## src/rtl/mem_arb_pkg.sv

```systemverilog
// Shared types and constants for the memory request arbiter.
// FSM state encodings, line-read type and arbitration mode selectors.
package mem_arb_pkg;

  typedef enum logic {
    RD_IDLE = 1'b0,
    RD_WAIT = 1'b1
  } rd_state_e;

  typedef enum logic {
    WR_IDLE = 1'b0,
    WR_WAIT = 1'b1
  } wr_state_e;

  localparam logic [2:0] LINE_TYPE = 3'b100;

  localparam int unsigned PRIO_RR    = 0;
  localparam int unsigned PRIO_FIXED = 1;

endpackage

```

## src/rtl/rr_arbiter.sv

```systemverilog
// N-way arbiter: rotating-pointer round-robin or fixed lowest-index priority.
// The pointer moves past the winner only when the caller reports an accept.
module rr_arbiter
  import mem_arb_pkg::*;
#(
  parameter int unsigned N         = 3,
  parameter int unsigned PRIO_MODE = PRIO_RR,
  localparam int unsigned IdxW     = (N > 1) ? $clog2(N) : 1
) (
  input  logic            clk,
  input  logic            resetn,
  input  logic [N-1:0]    req_i,
  input  logic            advance_i,
  output logic [N-1:0]    grant_o,
  output logic [IdxW-1:0] grant_idx_o
);

  logic [IdxW-1:0] ptr_q, ptr_d;
  logic [IdxW-1:0] cand;
  logic            found;

  // Scan starting at the pointer (RR) or at index 0 (fixed); first requester wins.
  always_comb begin
    grant_o     = '0;
    grant_idx_o = '0;
    found       = 1'b0;
    cand        = '0;
    for (int unsigned k = 0; k < N; k++) begin
      if (PRIO_MODE == PRIO_FIXED) begin
        cand = IdxW'(k);
      end else begin
        cand = IdxW'((32'(ptr_q) + k) % N);
      end
      if (!found && req_i[cand]) begin
        found       = 1'b1;
        grant_idx_o = cand;
      end
    end
    if (found) begin
      grant_o[grant_idx_o] = 1'b1;
    end
  end

  always_comb begin
    ptr_d = ptr_q;
    if (PRIO_MODE == PRIO_RR && advance_i && found) begin
      ptr_d = (grant_idx_o == IdxW'(N - 1)) ? '0 : grant_idx_o + IdxW'(1);
    end
  end

  always_ff @(posedge clk) begin
    if (!resetn) begin
      ptr_q <= '0;
    end else begin
      ptr_q <= ptr_d;
    end
  end

endmodule

```

## src/rtl/mem_req_arbiter.sv

```systemverilog
// N-channel memory request arbiter with independent read and write paths,
// per-transaction owner tracking for return beats and read-after-write blocking.
module mem_req_arbiter
  import mem_arb_pkg::*;
#(
  parameter int unsigned NUM_CH    = 3,
  parameter int unsigned ADDR_W    = 32,
  parameter int unsigned DATA_W    = 32,
  parameter int unsigned LINE_W    = 128,
  parameter int unsigned OFFSET_W  = 4,
  parameter int unsigned PRIO_MODE = PRIO_RR
) (
  input  logic                       clk,
  input  logic                       resetn,
  input  logic [NUM_CH-1:0]          ch_rd_req,
  input  logic [3*NUM_CH-1:0]        ch_rd_type,
  input  logic [ADDR_W*NUM_CH-1:0]   ch_rd_addr,
  output logic [NUM_CH-1:0]          ch_rd_rdy,
  output logic [NUM_CH-1:0]          ch_ret_valid,
  output logic                       ch_ret_last,
  output logic [DATA_W-1:0]          ch_ret_data,
  input  logic [NUM_CH-1:0]          ch_wr_req,
  input  logic [3*NUM_CH-1:0]        ch_wr_type,
  input  logic [ADDR_W*NUM_CH-1:0]   ch_wr_addr,
  input  logic [4*NUM_CH-1:0]        ch_wr_wstrb,
  input  logic [LINE_W*NUM_CH-1:0]   ch_wr_data,
  output logic [NUM_CH-1:0]          ch_wr_rdy,
  output logic                       mem_rd_req,
  output logic [2:0]                 mem_rd_type,
  output logic [ADDR_W-1:0]          mem_rd_addr,
  input  logic                       mem_rd_rdy,
  input  logic                       mem_ret_valid,
  input  logic                       mem_ret_last,
  input  logic [DATA_W-1:0]          mem_ret_data,
  output logic                       mem_wr_req,
  output logic [2:0]                 mem_wr_type,
  output logic [ADDR_W-1:0]          mem_wr_addr,
  output logic [3:0]                 mem_wr_wstrb,
  output logic [LINE_W-1:0]          mem_wr_data,
  input  logic                       mem_wr_rdy,
  input  logic                       mem_wr_done,
  output logic                       err_unexp_ret
);

  localparam int unsigned IdxW = $clog2(NUM_CH);
  localparam int unsigned LnW  = ADDR_W - OFFSET_W;

  logic [ADDR_W-1:0] rd_addr_a  [NUM_CH];
  logic [2:0]        rd_type_a  [NUM_CH];
  logic [ADDR_W-1:0] wr_addr_a  [NUM_CH];
  logic [2:0]        wr_type_a  [NUM_CH];
  logic [3:0]        wr_wstrb_a [NUM_CH];
  logic [LINE_W-1:0] wr_data_a  [NUM_CH];

  for (genvar g = 0; g < NUM_CH; g++) begin : g_unpack
    assign rd_addr_a[g]  = ch_rd_addr[g*ADDR_W +: ADDR_W];
    assign rd_type_a[g]  = ch_rd_type[g*3 +: 3];
    assign wr_addr_a[g]  = ch_wr_addr[g*ADDR_W +: ADDR_W];
    assign wr_type_a[g]  = ch_wr_type[g*3 +: 3];
    assign wr_wstrb_a[g] = ch_wr_wstrb[g*4 +: 4];
    assign wr_data_a[g]  = ch_wr_data[g*LINE_W +: LINE_W];
  end

  rd_state_e         rd_state_q, rd_state_d;
  wr_state_e         wr_state_q, wr_state_d;
  logic [IdxW-1:0]   rd_owner_q, rd_owner_d;
  logic [IdxW-1:0]   wr_owner_q, wr_owner_d;
  logic [LnW-1:0]    wr_line_q, wr_line_d;
  logic              err_q, err_d;

  logic [NUM_CH-1:0] rd_elig, raw_hit, rd_grant, wr_grant;
  logic [IdxW-1:0]   rd_win, wr_win;
  logic              rd_accept, wr_accept;

  // Write side first: its accept feeds the RAW check of the read side.
  assign mem_wr_req   = resetn && (wr_state_q == WR_IDLE) && (|ch_wr_req);
  assign wr_accept    = mem_wr_req && mem_wr_rdy;
  assign mem_wr_type  = wr_type_a[wr_win];
  assign mem_wr_addr  = wr_addr_a[wr_win];
  assign mem_wr_wstrb = wr_wstrb_a[wr_win];
  assign mem_wr_data  = wr_data_a[wr_win];
  assign ch_wr_rdy    = (resetn && wr_state_q == WR_IDLE && mem_wr_rdy) ? wr_grant : '0;

  always_comb begin
    raw_hit = '0;
    for (int unsigned i = 0; i < NUM_CH; i++) begin
      raw_hit[i] = ((wr_state_q == WR_WAIT) && (rd_addr_a[i][ADDR_W-1:OFFSET_W] == wr_line_q))
                || (wr_accept && (rd_addr_a[i][ADDR_W-1:OFFSET_W] ==
                                  mem_wr_addr[ADDR_W-1:OFFSET_W]));
    end
  end

  assign rd_elig     = ch_rd_req & ~raw_hit;
  assign mem_rd_req  = resetn && (rd_state_q == RD_IDLE) && (|rd_elig);
  assign rd_accept   = mem_rd_req && mem_rd_rdy;
  assign mem_rd_type = rd_type_a[rd_win];
  assign mem_rd_addr = rd_addr_a[rd_win];
  assign ch_rd_rdy   = (resetn && rd_state_q == RD_IDLE && mem_rd_rdy) ? rd_grant : '0;

  always_comb begin
    ch_ret_valid = '0;
    if (resetn && rd_state_q == RD_WAIT && mem_ret_valid) begin
      ch_ret_valid[rd_owner_q] = 1'b1;
    end
  end

  assign ch_ret_last   = mem_ret_last;
  assign ch_ret_data   = mem_ret_data;
  assign err_unexp_ret = err_q;

  rr_arbiter #(
    .N        (NUM_CH),
    .PRIO_MODE(PRIO_MODE)
  ) u_rd_arb (
    .clk        (clk),
    .resetn     (resetn),
    .req_i      (rd_elig),
    .advance_i  (rd_accept),
    .grant_o    (rd_grant),
    .grant_idx_o(rd_win)
  );

  rr_arbiter #(
    .N        (NUM_CH),
    .PRIO_MODE(PRIO_MODE)
  ) u_wr_arb (
    .clk        (clk),
    .resetn     (resetn),
    .req_i      (ch_wr_req),
    .advance_i  (wr_accept),
    .grant_o    (wr_grant),
    .grant_idx_o(wr_win)
  );

  always_comb begin
    rd_state_d = rd_state_q;
    rd_owner_d = rd_owner_q;
    err_d      = err_q;
    unique case (rd_state_q)
      RD_IDLE: begin
        if (mem_ret_valid) begin
          err_d = 1'b1;
        end
        if (rd_accept) begin
          rd_owner_d = rd_win;
          rd_state_d = RD_WAIT;
        end
      end
      RD_WAIT: begin
        if (mem_ret_valid && mem_ret_last) begin
          rd_state_d = RD_IDLE;
        end
      end
      default: rd_state_d = RD_IDLE;
    endcase
  end

  always_comb begin
    wr_state_d = wr_state_q;
    wr_owner_d = wr_owner_q;
    wr_line_d  = wr_line_q;
    unique case (wr_state_q)
      WR_IDLE: begin
        if (wr_accept) begin
          wr_owner_d = wr_win;
          wr_line_d  = mem_wr_addr[ADDR_W-1:OFFSET_W];
          wr_state_d = WR_WAIT;
        end
      end
      WR_WAIT: begin
        if (mem_wr_done) begin
          wr_state_d = WR_IDLE;
        end
      end
      default: wr_state_d = WR_IDLE;
    endcase
  end

  always_ff @(posedge clk) begin
    if (!resetn) begin
      rd_state_q <= RD_IDLE;
      wr_state_q <= WR_IDLE;
      rd_owner_q <= '0;
      wr_owner_q <= '0;
      wr_line_q  <= '0;
      err_q      <= 1'b0;
    end else begin
      rd_state_q <= rd_state_d;
      wr_state_q <= wr_state_d;
      rd_owner_q <= rd_owner_d;
      wr_owner_q <= wr_owner_d;
      wr_line_q  <= wr_line_d;
      err_q      <= err_d;
    end
  end

endmodule

```

## config.mk

```make
export PLATFORM = sky130hd
export DESIGN_NAME = mem_req_arbiter
export DESIGN_NICKNAME = d
export VERILOG_FILES = /design/src/rtl/mem_arb_pkg.sv /design/src/rtl/rr_arbiter.sv /design/src/rtl/mem_req_arbiter.sv
export SDC_FILE = /design/constraint.sdc
export NUM_CORES = 1
export LEC_CHECK = 0
export ABC_AREA = 1
export CAP_MARGIN = 20
export CORE_AREA = 3 3 346 348
export DETAILED_ROUTE_END_ITERATION = 10
export DIE_AREA = 0 0 349 351
export GPL_TIMING_DRIVEN = 0
export PLACE_DENSITY = 0.34
export REMOVE_ABC_BUFFERS = 1
export SLEW_MARGIN = 20
export SYNTH_ARGS = -nofsm -noshare
export SYNTH_HDL_FRONTEND = slang
export SYNTH_SLANG_ARGS = --single-unit
```

## constraint.sdc

```tcl
create_clock -name clk -period 4.5 [get_ports clk]
set_clock_uncertainty 0.05 [all_clocks]
set_input_delay 0.675 -clock clk [delete_from_list [all_inputs] [get_ports clk]]
set_output_delay 0.675 -clock clk [all_outputs]
set_load 0.03 [all_outputs]
```

==> results.txt <==
- The run finished, with violations left.
* Failing checks: negative setup slack
- The die covers 122000 um^2.
- In this run, post-CTS hold repair placed 0 buffers.
- Core Footprint: 117000 um^2
- The tree is rooted in a sky130_fd_sc_hd__clkbuf_16.
* Avg Inst Size Synth: 5.14 um^2
- Chip Width: 349 um
* Net count reported at finish: 3332
* Total clock sinks: 37
* Number of inserted filler cells in the final layout: 13400
- Once layout is complete, the cells apart from fillers number 4220.
- Worst Reg-to-Reg Cells: 34
- The via count of the first global-routing pass came to 16600.
- For this run, asynchronously set or reset flops after synthesis account for 0.
* Synth Instances: 1809
- Counting both buffers and inverters, the worst setup path holds a total of 11.
* Most numerous cell in the Yosys netlist: sky130_fd_sc_hd__nand2_1
- By area the synthesized netlist is led by sky130_fd_sc_hd__nand3_1 26%, sky130_fd_sc_hd__nand2_1 24%, sky130_fd_sc_hd__dfxtp_1 8.0%, sky130_fd_sc_hd__inv_1 6.7%, sky130_fd_sc_hd__buf_4 2.7%.
- The number of max-slew violations in the final report came to 0.
- Detailed-placement wirelength estimate: 105000 um
- Across the VDD grid, the largest voltage drop is 162 uV.
* Fraction of post-synthesis cell area in the top cell type by area: 0.258
- Seq. cell area: 748 um^2
- Maximum operating frequency: 180 MHz
- Type of the worst setup path: reg -> out
- From synthesis to final layout, the design area changed by 139%.
- TritonCTS clock tree: built
- The routed design could run at a clock period as short as 5570 ps.
- In this design, the stage delay of the slowest critical-path cell is 390 ps.
- The total overflow left after global routing is 0.
- In the final layout, the multi-input gates occupy 8380 um^2.
- For this run, the number of Yosys warnings is 0.
* Placed inst area: 19300 um^2
- After routing the design area is 22200 um^2.
- In this design, the largest share of critical-path delay is due to simple AND/OR/NAND/NOR gates.
- DRT iter0 DRCs: 1548
- Final critical-path setup slack: -1070 ps
- Max-cap violations in this run came to 0.
- For this configuration, the core starts out at a cell density of 0.0798.
- Buffers placed on the I/O ports in this run total 833.
- In this run the number of cells on the critical path is 35.
* GRT Total Usage: 0.203
* Average wire length per cell after detail routing: 31.0 um
- Num rows: 125
- Top-Level Pins: 898
* Vias/cell: 4.07
- Overall via count from detail_route: 17200
- At the pin with the least slew margin, the transition time is 779 ps.
* Synthesized flop and latch total: 37
- Path class of the lowest-slack min-delay path: reg -> reg
* Aggregate negative setup slack: -37310 ps
- Sequential area share after synthesis: 0.0796
- The worst pin sits at a relative slew slack of 0.477.
* Number of flops mapped to enable cells by yosys: 0
- For this run, design rule violations remaining after detail routing come to 0.
- Startpoint type of the worst setup path: register
* Critical Path Sink Type: output port
- Of the cells placed in the final design, the portion with a size suffix greater than 1 is 0.198.
- Critical-path top delay cell: sky130_fd_sc_hd__dfxtp_4
- The most used flip-flop cell after synthesis is sky130_fd_sc_hd__dfxtp_1.
* CTS max path bufs: 2
* Unrepaired setup endpoints after global routing: yes
* Placed instance count: 4051
* Number of setup violations in the final report: 40
- In this run the power density over the cells is 419 nW/um^2.
* Final Wtd Congestion: 0.922
- Clock-pin slew on the worst setup and hold paths: 80 ps
* Netlist area before placement: 9300 um^2
* Share of the clock period used by the worst path: 1.24
- Number of nets still failing antenna checks after routing: 0
- Entering global routing, the biggest net connects 47 pins.
* Cell taking the most area after synthesis: sky130_fd_sc_hd__nand3_1
* Chip height: 351 um
- Source-to-sink clock delay at the later pin of the worst-skew pair: 330 ps
- CTS built an H-tree with a depth of 2.
- Final WL: 131000 um
- Cell variety after synth: 46
- Post-placement worst setup slack: -4270 ps
* First-pass detailed-route iteration total: 5
- Data arrives at the worst endpoint at 4840 ps.
- In the synthesized netlist, the cells that appear most often are 601 x sky130_fd_sc_hd__nand2_1, 480 x sky130_fd_sc_hd__nand3_1, 167 x sky130_fd_sc_hd__inv_1, 68 x sky130_fd_sc_hd__clkbuf_1, 63 x sky130_fd_sc_hd__nor2_1.
* Num CTS Buffers: 5
- WP data required: 3770 ps
- Final number of hold-violating endpoints: 0
- Number of cells on the worst hold path: 1
- In this run the worst path has a maximum fanout of 8.
* First-pass GRT wire length: 166000 um
- The number of antenna violations at the first check in global routing was 63.
- The analysis attributes to cell leakage a power of 9.64 nW.
[stage by stage]
step                utilization  total power, mW  hold slack, ps
global route              0.190             9.77             469
floorplan                     -             3.76             411
detailed placement        0.166             7.62             420
finish                    0.190             9.30             443
global placement          0.161             7.32             429
CTS                       0.187             9.20             441
[final timing paths]
| check | startpoint | endpoint | slack (ps) |
|---|---|---|---|
| hold / removal | err_unexp_ret | err_unexp_ret | 440 |
| setup / recovery | u_wr_arb.ptr_q[0] | mem_rd_addr[21] | -1070 |
| hold reg to reg | err_unexp_ret | err_unexp_ret | 440 |
| setup reg to reg | u_wr_arb.ptr_q[0] | rd_owner_q[1] | -20 |
[power by group]
group / switching, mW / internal, mW / total, mW
Sequential: 0.0432 / 0.356 / 0.400
Combinational: 5.37 / 3.05 / 8.42
Clock: 0.217 / 0.265 / 0.482
Total: 5.63 / 3.67 / 9.30
[cell type report]
type	instances	share of cell area
well taps	1524	0.0860
clock buffers	5	0.00564
flip-flops and latches	37	0.0337
clock inverters	3	0.00209
multi-input cells	1465	0.378
diodes	20	0.00226
repair buffers	985	0.461
inverters	181	0.0312
[layout by cell type (no fill, tap or decap), types with 8 or more instances in the layout]
cell | netlist | final
sky130_fd_sc_hd__o22ai_1 | 27 | 26
sky130_fd_sc_hd__o21ai_0 | 49 | 43
sky130_fd_sc_hd__dfxtp_1 | 37 | 35
sky130_fd_sc_hd__nand2_8 | 0 | 16
sky130_fd_sc_hd__xnor2_1 | 17 | 17
sky130_fd_sc_hd__a21oi_1 | 36 | 36
sky130_fd_sc_hd__buf_16 | 0 | 8
sky130_fd_sc_hd__inv_2 | 13 | 14
sky130_fd_sc_hd__nand3_4 | 2 | 10
sky130_fd_sc_hd__nand4_1 | 10 | 10
sky130_fd_sc_hd__dlymetal6s2s_1 | 0 | 18
sky130_fd_sc_hd__nand2_1 | 601 | 522
sky130_fd_sc_hd__dlygate4sd2_1 | 0 | 17
sky130_fd_sc_hd__nor2_4 | 2 | 14
sky130_fd_sc_hd__xor2_1 | 20 | 13
sky130_fd_sc_hd__nor2_1 | 63 | 43
sky130_fd_sc_hd__clkdlybuf4s50_1 | 0 | 684
sky130_fd_sc_hd__buf_4 | 34 | 86
sky130_fd_sc_hd__buf_6 | 10 | 43
sky130_fd_sc_hd__buf_2 | 15 | 14
sky130_fd_sc_hd__a221oi_1 | 9 | 9
sky130_fd_sc_hd__nand2_4 | 1 | 47
sky130_fd_sc_hd__bufbuf_16 | 0 | 11
sky130_fd_sc_hd__nor3_1 | 9 | 9
sky130_fd_sc_hd__nand3_2 | 22 | 57
sky130_fd_sc_hd__buf_12 | 2 | 38
sky130_fd_sc_hd__nand3b_1 | 23 | 23
sky130_fd_sc_hd__inv_1 | 167 | 163
sky130_fd_sc_hd__nor2_2 | 2 | 13
sky130_fd_sc_hd__nand3_1 | 480 | 439
sky130_fd_sc_hd__clkbuf_2 | 0 | 45
sky130_fd_sc_hd__diode_2 | 0 | 20
sky130_fd_sc_hd__nand2_2 | 38 | 59
[worst register-to-register path, delay by kind of cell, from the launching register on]
| family | cells | cell delay (ps) |
|---|---|---|
| AND/OR/NAND/NOR | 18 | 1780 |
| buffers and inverters | 13 | 1650 |
| flip-flops | 1 | 390 |
| adder cells (fa/ha/maj) | 1 | 330 |
| XOR/XNOR | 1 | 130 |
| AO/OA/AOI/OAI | 1 | 100 |
[state kept, by name, summed over array words and instances (netlist names)]
signal,count
rd_state_q,1
u_wr_arb.ptr_q,2
wr_line_q,28
wr_state_q,1
u_rd_arb.ptr_q,2
rd_owner_q,2
err_unexp_ret,1
[cells by family after synthesis]
group	after synthesis	share of synthesized area
AOI/OAI and AO/OA	146	0.0944
buffers and inverters	317	0.155
and+or+nand+nor	1266	0.628
adders and majority gates	6	0.00807
xor gates and xnor gates	37	0.0348
DFF	37	0.0796
[timing repair]
action / CTS / global route
gates cloned: 23 / 1
gates resized for setup: 640 / 227
pin swaps: 77 / 48
endpoints found under the setup margin: 214 / 149
setup buffers: 103 / 20
[metal layers]
layer,share of wire,GRT usage,vias to the layer above,wire (um)
li1,-,-,7740,-
met1,0.44,0.267,8281,58000
met2,0.38,0.278,981,50300
met3,0.15,0.129,121,20200
met4,0.0094,0.0200,40,1230
met5,0.0089,0.0542,-,1170
No activity file was read; power rests on OpenSTA's default activity.
